File: config.mk
export PLATFORM = sky130hd
export DESIGN_NAME = lc3_controller_flat
export DESIGN_NICKNAME = d
export VERILOG_FILES = /design/src/rtl/lc3_controller_pkg.sv /design/src/rtl/lc3_controller_if.sv /design/src/rtl/lc3_controller.sv /design/src/flat_wrapper.sv
export SDC_FILE = /design/constraint.sdc
export NUM_CORES = 1
export LEC_CHECK = 0
export BUFFER_PORTS_ARGS = -buffer_cell sky130_fd_sc_hd__buf_2
export CAP_MARGIN = 10
export CORE_MARGIN = 8
export CORE_UTILIZATION = 35
export CTS_CLUSTER_SIZE = 14
export DETAILED_ROUTE_END_ITERATION = 6
export PLACE_DENSITY = 0.62
export SLEW_MARGIN = 20
export SYNTH_ARGS = -nofsm -noshare
export SYNTH_HDL_FRONTEND = slang
export SYNTH_SLANG_ARGS = --single-unit
export TNS_END_PERCENT = 20
File: constraint.sdc
create_clock -name clock -period 2.4 [get_ports clock]
set_clock_uncertainty 0.1 [all_clocks]
set_input_delay 0.48 -clock clock [delete_from_list [all_inputs] [get_ports clock]]
set_output_delay 0.48 -clock clock [all_outputs]
set_load 0.01 [all_outputs]
File: src/rtl/lc3_controller_pkg.sv
// Shared types and encodings for the LC3 control FSM: states, opcodes,
// memory-access codes and the opcode classifier that picks the execute successor.
package lc3_pkg;

  typedef enum logic [3:0] {
    S_RST, S_FETCH, S_DECODE, S_EXEC, S_MIND, S_MRD, S_MWR, S_WB, S_UPDPC
  } state_e;

  typedef enum logic [2:0] {
    OC_ALU, OC_LOAD, OC_IND, OC_STORE, OC_CTRL, OC_NOP
  } op_class_e;

  localparam logic [3:0] OP_BR   = 4'b0000;
  localparam logic [3:0] OP_ADD  = 4'b0001;
  localparam logic [3:0] OP_LD   = 4'b0010;
  localparam logic [3:0] OP_ST   = 4'b0011;
  localparam logic [3:0] OP_JSR  = 4'b0100;
  localparam logic [3:0] OP_AND  = 4'b0101;
  localparam logic [3:0] OP_LDR  = 4'b0110;
  localparam logic [3:0] OP_STR  = 4'b0111;
  localparam logic [3:0] OP_RTI  = 4'b1000;
  localparam logic [3:0] OP_NOT  = 4'b1001;
  localparam logic [3:0] OP_LDI  = 4'b1010;
  localparam logic [3:0] OP_STI  = 4'b1011;
  localparam logic [3:0] OP_JMP  = 4'b1100;
  localparam logic [3:0] OP_RES  = 4'b1101;
  localparam logic [3:0] OP_LEA  = 4'b1110;
  localparam logic [3:0] OP_TRAP = 4'b1111;

  localparam logic [1:0] MEM_RD   = 2'd0;
  localparam logic [1:0] MEM_IND  = 2'd1;
  localparam logic [1:0] MEM_WR   = 2'd2;
  localparam logic [1:0] MEM_IDLE = 2'd3;

  function automatic op_class_e op_class(input logic [3:0] op);
    case (op)
      OP_ADD, OP_AND, OP_NOT, OP_LEA: return OC_ALU;
      OP_LD, OP_LDR:                  return OC_LOAD;
      OP_LDI, OP_STI:                 return OC_IND;
      OP_ST, OP_STR:                  return OC_STORE;
      OP_BR, OP_JMP:                  return OC_CTRL;
      default:                        return OC_NOP;
    endcase
  endfunction

  function automatic logic [1:0] mem_code(input state_e s);
    case (s)
      S_MIND:  return MEM_IND;
      S_MRD:   return MEM_RD;
      S_MWR:   return MEM_WR;
      default: return MEM_IDLE;
    endcase
  endfunction

endpackage

File: src/rtl/lc3_controller_if.sv
// Handshake and control bundle between the LC3 controller (master) and the
// datapath/memory stages (slave).
interface lc3_controller_if;
  logic        complete_instr;
  logic        complete_data;
  logic [15:0] IR;
  logic [2:0]  psr;
  logic        enable_fetch;
  logic        enable_decode;
  logic        enable_execute;
  logic        enable_writeback;
  logic        enable_updatePC;
  logic        br_taken;
  logic [1:0]  mem_state;
  logic        mem_err;

  modport master (
    input  complete_instr, complete_data, IR, psr,
    output enable_fetch, enable_decode, enable_execute, enable_writeback,
           enable_updatePC, br_taken, mem_state, mem_err
  );

  modport slave (
    output complete_instr, complete_data, IR, psr,
    input  enable_fetch, enable_decode, enable_execute, enable_writeback,
           enable_updatePC, br_taken, mem_state, mem_err
  );
endinterface

File: src/rtl/lc3_controller.sv
// Multi-cycle LC3 control FSM; every output is a register loaded from the
// next-state decode so it lines up with the state it belongs to.
module lc3_controller
  import lc3_pkg::*;
#(
  parameter int MEM_TIMEOUT = 15
) (
  input  logic            clock,
  input  logic            reset,
  lc3_controller_if.master bus
);

  localparam int CW = $clog2(MEM_TIMEOUT + 1);
  localparam logic [CW-1:0] CNT_LAST = CW'(MEM_TIMEOUT - 1);

  state_e        state_q, state_d;
  logic [CW-1:0] cnt_q, cnt_d;
  logic [3:0]    op_q;
  logic [2:0]    nzp_q;
  logic          err_d;
  logic          mem_wait;
  logic          en_fetch_q, en_decode_q, en_exec_q, en_wb_q, en_upd_q;
  logic          br_taken_q, mem_err_q;
  logic [1:0]    mem_state_q;
  logic          unused_ir;

  assign unused_ir = ^bus.IR[8:0];
  assign mem_wait  = (state_q == S_MIND) || (state_q == S_MRD) || (state_q == S_MWR);

  always_comb begin
    state_d = state_q;
    cnt_d   = cnt_q;
    err_d   = mem_err_q;
    case (state_q)
      S_RST:    state_d = S_FETCH;
      S_FETCH:  if (bus.complete_instr) state_d = S_DECODE;
      S_DECODE: state_d = S_EXEC;
      S_EXEC: begin
        case (op_class(op_q))
          OC_ALU:   state_d = S_WB;
          OC_LOAD:  state_d = S_MRD;
          OC_IND:   state_d = S_MIND;
          OC_STORE: state_d = S_MWR;
          default:  state_d = S_UPDPC;
        endcase
      end
      S_MIND:   if (bus.complete_data) state_d = (op_q == OP_LDI) ? S_MRD : S_MWR;
      S_MRD:    if (bus.complete_data) state_d = S_WB;
      S_MWR:    if (bus.complete_data) state_d = S_UPDPC;
      S_WB:     state_d = S_UPDPC;
      S_UPDPC:  state_d = S_FETCH;
      default:  state_d = S_RST;
    endcase
    // A handshake on the final allowed cycle wins over the timeout.
    if (mem_wait && !bus.complete_data) begin
      if (cnt_q == CNT_LAST) begin
        state_d = S_UPDPC;
        err_d   = 1'b1;
      end else begin
        cnt_d = cnt_q + CW'(1);
      end
    end
    if (state_d != state_q) cnt_d = '0;
  end

  always_ff @(posedge clock or negedge reset) begin
    if (!reset) begin
      state_q     <= S_RST;
      cnt_q       <= '0;
      op_q        <= '0;
      nzp_q       <= '0;
      en_fetch_q  <= 1'b0;
      en_decode_q <= 1'b0;
      en_exec_q   <= 1'b0;
      en_wb_q     <= 1'b0;
      en_upd_q    <= 1'b0;
      br_taken_q  <= 1'b0;
      mem_err_q   <= 1'b0;
      mem_state_q <= MEM_IDLE;
    end else begin
      state_q     <= state_d;
      cnt_q       <= cnt_d;
      mem_err_q   <= err_d;
      en_fetch_q  <= (state_d == S_FETCH);
      en_decode_q <= (state_d == S_DECODE);
      en_exec_q   <= (state_d == S_EXEC);
      en_wb_q     <= (state_d == S_WB);
      en_upd_q    <= (state_d == S_UPDPC);
      mem_state_q <= mem_code(state_d);
      if (state_q == S_DECODE) begin
        op_q  <= bus.IR[15:12];
        nzp_q <= bus.IR[11:9];
      end
      if (state_q == S_EXEC) begin
        br_taken_q <= (op_q == OP_BR) ? |(nzp_q & bus.psr) : (op_q == OP_JMP);
      end
    end
  end

  assign bus.enable_fetch     = en_fetch_q;
  assign bus.enable_decode    = en_decode_q;
  assign bus.enable_execute   = en_exec_q;
  assign bus.enable_writeback = en_wb_q;
  assign bus.enable_updatePC  = en_upd_q;
  assign bus.br_taken         = br_taken_q;
  assign bus.mem_state        = mem_state_q;
  assign bus.mem_err          = mem_err_q;

endmodule

File: src/flat_wrapper.sv
// flat-port wrapper written by rule: the top's interface ports become plain ports
module lc3_controller_flat import lc3_pkg::*;
#(
  parameter int MEM_TIMEOUT = 15
)
  (clock, reset, bus_complete_instr, bus_complete_data, bus_IR, bus_psr, bus_enable_fetch, bus_enable_decode, bus_enable_execute, bus_enable_writeback, bus_enable_updatePC, bus_br_taken, bus_mem_state, bus_mem_err);
  lc3_controller_if bus_i ();
  input  logic clock;
  input  logic reset;
  input wire logic [$bits(bus_i.complete_instr)-1:0] bus_complete_instr;
  input wire logic [$bits(bus_i.complete_data)-1:0] bus_complete_data;
  input wire logic [$bits(bus_i.IR)-1:0] bus_IR;
  input wire logic [$bits(bus_i.psr)-1:0] bus_psr;
  output wire logic [$bits(bus_i.enable_fetch)-1:0] bus_enable_fetch;
  output wire logic [$bits(bus_i.enable_decode)-1:0] bus_enable_decode;
  output wire logic [$bits(bus_i.enable_execute)-1:0] bus_enable_execute;
  output wire logic [$bits(bus_i.enable_writeback)-1:0] bus_enable_writeback;
  output wire logic [$bits(bus_i.enable_updatePC)-1:0] bus_enable_updatePC;
  output wire logic [$bits(bus_i.br_taken)-1:0] bus_br_taken;
  output wire logic [$bits(bus_i.mem_state)-1:0] bus_mem_state;
  output wire logic [$bits(bus_i.mem_err)-1:0] bus_mem_err;
  assign bus_i.complete_instr = bus_complete_instr;
  assign bus_i.complete_data = bus_complete_data;
  assign bus_i.IR = bus_IR;
  assign bus_i.psr = bus_psr;
  assign bus_enable_fetch = bus_i.enable_fetch;
  assign bus_enable_decode = bus_i.enable_decode;
  assign bus_enable_execute = bus_i.enable_execute;
  assign bus_enable_writeback = bus_i.enable_writeback;
  assign bus_enable_updatePC = bus_i.enable_updatePC;
  assign bus_br_taken = bus_i.br_taken;
  assign bus_mem_state = bus_i.mem_state;
  assign bus_mem_err = bus_i.mem_err;
  lc3_controller #(.MEM_TIMEOUT(MEM_TIMEOUT)) u_core (.clock(clock), .reset(reset), .bus(bus_i));
endmodule
**After elaboration in Yosys (flattened, before gate mapping)**

Memory sizes are Yosys's and may differ from the RTL's.
Cells that the tools add are included.

- Memory bits (read-only): 48
- Bits of input ports: 23
- Memories: 1
- Flip-flop bits (word level): 24

- Add/sub/neg operators: 1
- Equal/unequal tests: 24
- Bitwise operators: 1
- Reductions and logical operators: 12
- Mux-type cells: 15

Memory list:

| name | depth | width | rd ports | clocked after Yosys merged registers in | write ports | RTL line | source |
|---|---|---|---|---|---|---|---|
| (no name shown) | 16 | 3 | 1 | 0 | 0 | lc3_controller_pkg.sv:36 | `case (op)` |

Operator list:

| operator | number |
|---|---|
| $mux 4 | 9 |
| $eq 4x3->1 const B | 8 |
| $pmux 4 s8 | 1 |
| $eq 4x4->1 const B | 5 |
| $eq 4x2->1 const B | 4 |
| $pmux 4 s4 | 1 |
| $eq 4x1->1 const B | 2 |
| $logic_not 4->1 | 2 |
| $eq 3x2->1 const B | 2 |
| $pmux 2 s3 | 1 |
| $add 4x1->4 const B | 1 |
| $ne 4x4->1 | 1 |
| $reduce_and 2->1 | 2 |
| $and 3x3->3 | 1 |
| $eq 3x1->1 const B | 1 |
| $logic_not 3->1 | 1 |
| $mux 3 | 1 |
| $reduce_or 3->1 | 1 |
| $logic_or 1x1->1 | 2 |
| $mux 2 | 1 |
| $ne 2x2->1 const B | 1 |
| $reduce_bool 2->1 | 1 |
| $reduce_or 2->1 | 1 |
| $logic_and 1x1->1 | 1 |
| 2 further kinds | 2 |

**Depth between registers and ports, before layout**

- Word-level depth: 10
- Mapped depth: 8
- Depth with buffers taken out: 8

**Least setup slack after synthesis**

No wires, ideal clock.

- Kind: flip-flop to flip-flop
- From: reg u_core.cnt_q[0]
- To: reg u_core.cnt_q[0]
- Clock period less this slack: 1.769 ns
- Buffers on the path: 0
- Library setup time: 0.125 ns
- Path slack: 0.631 ns
- Cell stages (with the launch flop): 9
- Data arrival time: 1.544 ns
- Cell sequence: dfrtp_1 > inv_1 > ha_1 > and4b_1 > a21oi_1 > a21oi_1 > o21bai_4 > xnor2_2 > nor2_1

- Cells in the longest elaborated chain, start to end: 6
- Elaborated cells between the ends (all ways): 11
- Those cells by class: add/sub: 1; eq/ne: 3; mux: 5; reduce/logical: 2

Ends and longest elaborated chain:

| item | RTL line | source |
|---|---|---|
| from (decl) | lc3_controller.sv:17 | `logic [CW-1:0] cnt_q, cnt_d;` |
| from (signal assigned) | lc3_controller.sv:82 | `cnt_q <= cnt_d;` |
| $eq 4x4->1 | lc3_controller.sv:56 | `if (cnt_q == CNT_LAST) begin` |
| $mux 4 | lc3_controller.sv:56 |  |
| $mux 4 | lc3_controller.sv:55 | `if (mem_wait && !bus.complete_data) begin` |
| $ne 4x4->1 | lc3_controller.sv:63 | `if (state_d != state_q) cnt_d = '0;` |
| $ne 2x2->1 (no source line) / $reduce_bool 2->1 (equally long branches) | -- |  |
| $reduce_and 2->1 (no source line) | -- |  |

Parallel ways exist; a longest one is shown, timed or not. The select of a mux whose other input is x is not followed.
A chain may end at the register's enable or synchronous reset.

**Final worst setup path**

- From: reg u_core.cnt_q[0]
- To: reg u_core.cnt_q[1]

Same word-level chain as after synthesis.

==> run summary <==
The flow ran to the end, and the final reports show no timing, DRC or antenna violations. The switching share of total power was 0.386. The tools report the post-synthesis sequential area ratio as 0.468. The clock transition at the register clock pins on the worst setup and hold paths after CTS is 0.09 ns. The min-delay analysis places its worst path in the category in -> async. The tools report the number of max-slew violations in the final report as 0.

The floorplan die height was 76.7 um; the starting utilization of the core area was 0.357. Setup violations remaining at the end of the flow were counted as 0. In this run the count of I/O pins placed on the die edge is 32.

The logs give 4.46 mm for the first-pass GRT wire length and 4 for the first-pass iteration count of the detailed router. Summing internal, switching and leakage power gives 1910 uW. The proportion of synthesized flip-flops having asynchronous set or reset is 1.00.

In this run the remaining antenna-violating nets after routing total 0. Across the whole layout, storage elements account for 603 sq um. The combinational share of power is 0.447, and the die span in x is 76.7 um. The CTS H-tree depth is 1, and the instance count of the mapped netlist is 126. Of all nets on the critical path, the largest fanout is 5. The placeable core area is 3610 sq um. The clock net in this run drives a total of 24 sinks. In this run the power density over the cells is 1270 nW/um^2.

On the final layout, the worst hold slack is 0.0764 ns. After detailed routing, the number of remaining DRC violations is 0. For the maximum clock frequency, the log shows 493 MHz. The worst setup path is launched from a flip-flop. For this block, the routed nets add up to 2.64 mm of wire.

The area growth from synthesis to layout is 17.0%. In this run the clock root is driven by a clkbuf_8. The total number of yosys warnings was 0. The total standard cell area after synthesis was 1290 sq um. The tools report the number of max-cap violations as 0. Setup repair after global routing left no endpoint under its margin. The latest clock arrival within the worst-skew pair is 0.27 ns, and the global-route usage over all layers is 0.0902. The tools report the total of fill cells in the finished design as 360. The netlist uses 43 different library cells.

The floorplan step defined a die boundary enclosing 5880 sq um. Transition time at the pin with the least slew margin: 0.526 ns. The run gives 968 as the number of global-route vias before repair. In this run the static leakage power is 0.000679 uW. 0 antenna diodes ended up in the layout. By startpoint and endpoint, the worst setup path is classified as reg -> reg.

Leaving out fill and tap cells, the most frequent cells in the layout are buf_2 (22), dfrtp_1 (22), nor2_1 (13). At the worst endpoint, the required time is 2.45 ns. For this design the total switching power over the nets is 736 uW. After routing, the total negative slack on setup checks comes to 0 ns. The number of DRC violations after detailed-routing iteration 0 is 89. In the final routed layout, each cell accounts on average for 13.5 um. The final weighted congestion in routability-driven placement was 0.798.

The clock period minus worst slack came out at 2.03 ns. The most used flip-flop cell after synthesis is dfrtp_1. For the number of buffers between clock root and the deepest sink, the log shows 2. The count of cells resized by post-cts repair was 0; the net count reported at finish was 173.

The worst relative slew slack is 0.649. The tools report the signal arrival time at the worst endpoint as 2.08 ns. The final hold violation count was 0.

The post-CTS setup repair buffer count was 0. Clock network power share: 0.188. The run gives 0.365 as the power share of the sequential group. For the total half-perimeter wirelength after legalization and detailed placement, the log shows 1.94 mm.

In this run the core area contains 22 standard-cell rows. Averaged over all synthesized cells, the footprint is 10.2 sq um. The number of I/O port buffers came out at 22. TritonCTS created 3 clock buffers. TritonCTS built the clock tree. The initial antenna violation count is 0. The internal power of the cells totals 1170 uW. Summed over all layers, the global routing overflow is 0. The share of post-route cells with drive strength above 1 is 0.306. The number of enable-type register cells in the synthesized netlist works out to 0. The multi-input combinational cell area came out at 621 sq um. The number of hold buffers added after cts came out at 0. The number of nets handed over by synthesis was 151.

The routed layout has 970 vias. In the routed layout, each cell is associated on average with a via count of 4.97. The count of state elements after synthesis came out at 24. The worst setup path is captured at a flip-flop. The maximum resistive drop on vdd was 0.508 mV; the final cycle utilization of the critical path was 0.846. The tools report the pin count of the biggest net entering global routing as 25.
[synth_stat cells (3+ instances only)]
library cell,instances,area [sq um]
a21oi_1,5,25.0
buf_2,5,25.0
dfrtp_1,22,551
inv_1,7,26.3
mux2_2,8,90.1
nand2_1,12,45.0
nor2_1,13,48.8
nor2b_1,3,18.8
nor3_1,4,20.0
xnor2_1,3,26.3
[critical path: stages (launching register included)]
cell	delay, ns
dfrtp_1	0.41
inv_1	0.10
ha_1	0.18
and4b_1	0.28
a21oi_1	0.09
a21oi_1	0.27
o21bai_4	0.23
xnor2_2	0.18
nor2_1	0.08
[sequential cells by signal (all words and copies together), names as in the netlist, 2 cells and up]
signal,cells
u_core.state_q,4
u_core.op_q,4
u_core.bus.mem_state,2
u_core.nzp_q,3
u_core.cnt_q,4
[through the flow]
| step | area, sq um | std cells | util | setup slack [ns] |
|---|---|---|---|---|
| global placement | 1440 | 191 | 0.398 | 0.407 |
| finish | 1510 | 195 | 0.418 | 0.370 |
| floorplan | 1290 | 126 | - | 0.631 |
| CTS | 1510 | 195 | 0.418 | 0.381 |
| global route | 1510 | 195 | 0.418 | 0.211 |
| detailed placement | 1440 | 191 | 0.398 | 0.391 |
[power by group through the flow]
stage	clock [uW]	sequential [uW]	combinational (uW)
2_1_floorplan	0	662	700
3_3_place_gp	0	695	840
3_5_place_dp	0	704	855
4_1_cts	370	696	862
5_1_grt	384	722	947
6_report	358	696	854
[layer usage]
| metal | track usage | wire length [um] | up-vias |
|---|---|---|---|
| met5 | 0 | 0 | - |
| met4 | 0.0423 | 37 | 0 |
| met3 | 0.0175 | 83 | 2 |
| met2 | 0.140 | 1260 | 20 |
| met1 | 0.118 | 1250 | 463 |
| li1 | - | - | 485 |
[cell families (layout without fill, tap and decap cells)]
| logic type | after synthesis | in the layout | share of synthesized area |
|---|---|---|---|
| and+or+nand+nor | 48 | 48 | 0.195 |
| AOI/OAI and AO/OA | 24 | 24 | 0.150 |
| DFF | 24 | 24 | 0.468 |
| buffers and inverters | 14 | 35 | 0.0496 |
| muxes | 9 | 9 | 0.0777 |
| xor gates and xnor gates | 5 | 5 | 0.0399 |
| adders and majority gates | 2 | 2 | 0.0194 |
[layout make-up]
| class | instances | share of cell area |
|---|---|---|
| clock buffers | 3 | 0.0274 |
| clock inverters | 1 | 0.0199 |
| multi-input cells | 88 | 0.412 |
| flip-flops and latches | 24 | 0.400 |
| repair buffers | 24 | 0.0831 |
| inverters | 7 | 0.0174 |
| well taps | 48 | 0.0399 |
[worst paths after layout]
kind | startpoint | to | slack, ns | cells past startpoint
min | reset | u_core.op_q[0] | 0.08 | 1
min reg2reg | u_core.bus.mem_err | u_core.bus.mem_err | 0.37 | 1
max in group asynchronous | reset | u_core.bus.mem_state[0] | 1.75 | 1
min in group clock | bus_IR[12] | u_core.op_q[0] | 0.34 | 2
max reg2reg | u_core.cnt_q[0] | u_core.cnt_q[1] | 0.37 | 8
max | u_core.cnt_q[0] | u_core.cnt_q[1] | 0.37 | 8
Power figures use the tool's default switching activity.
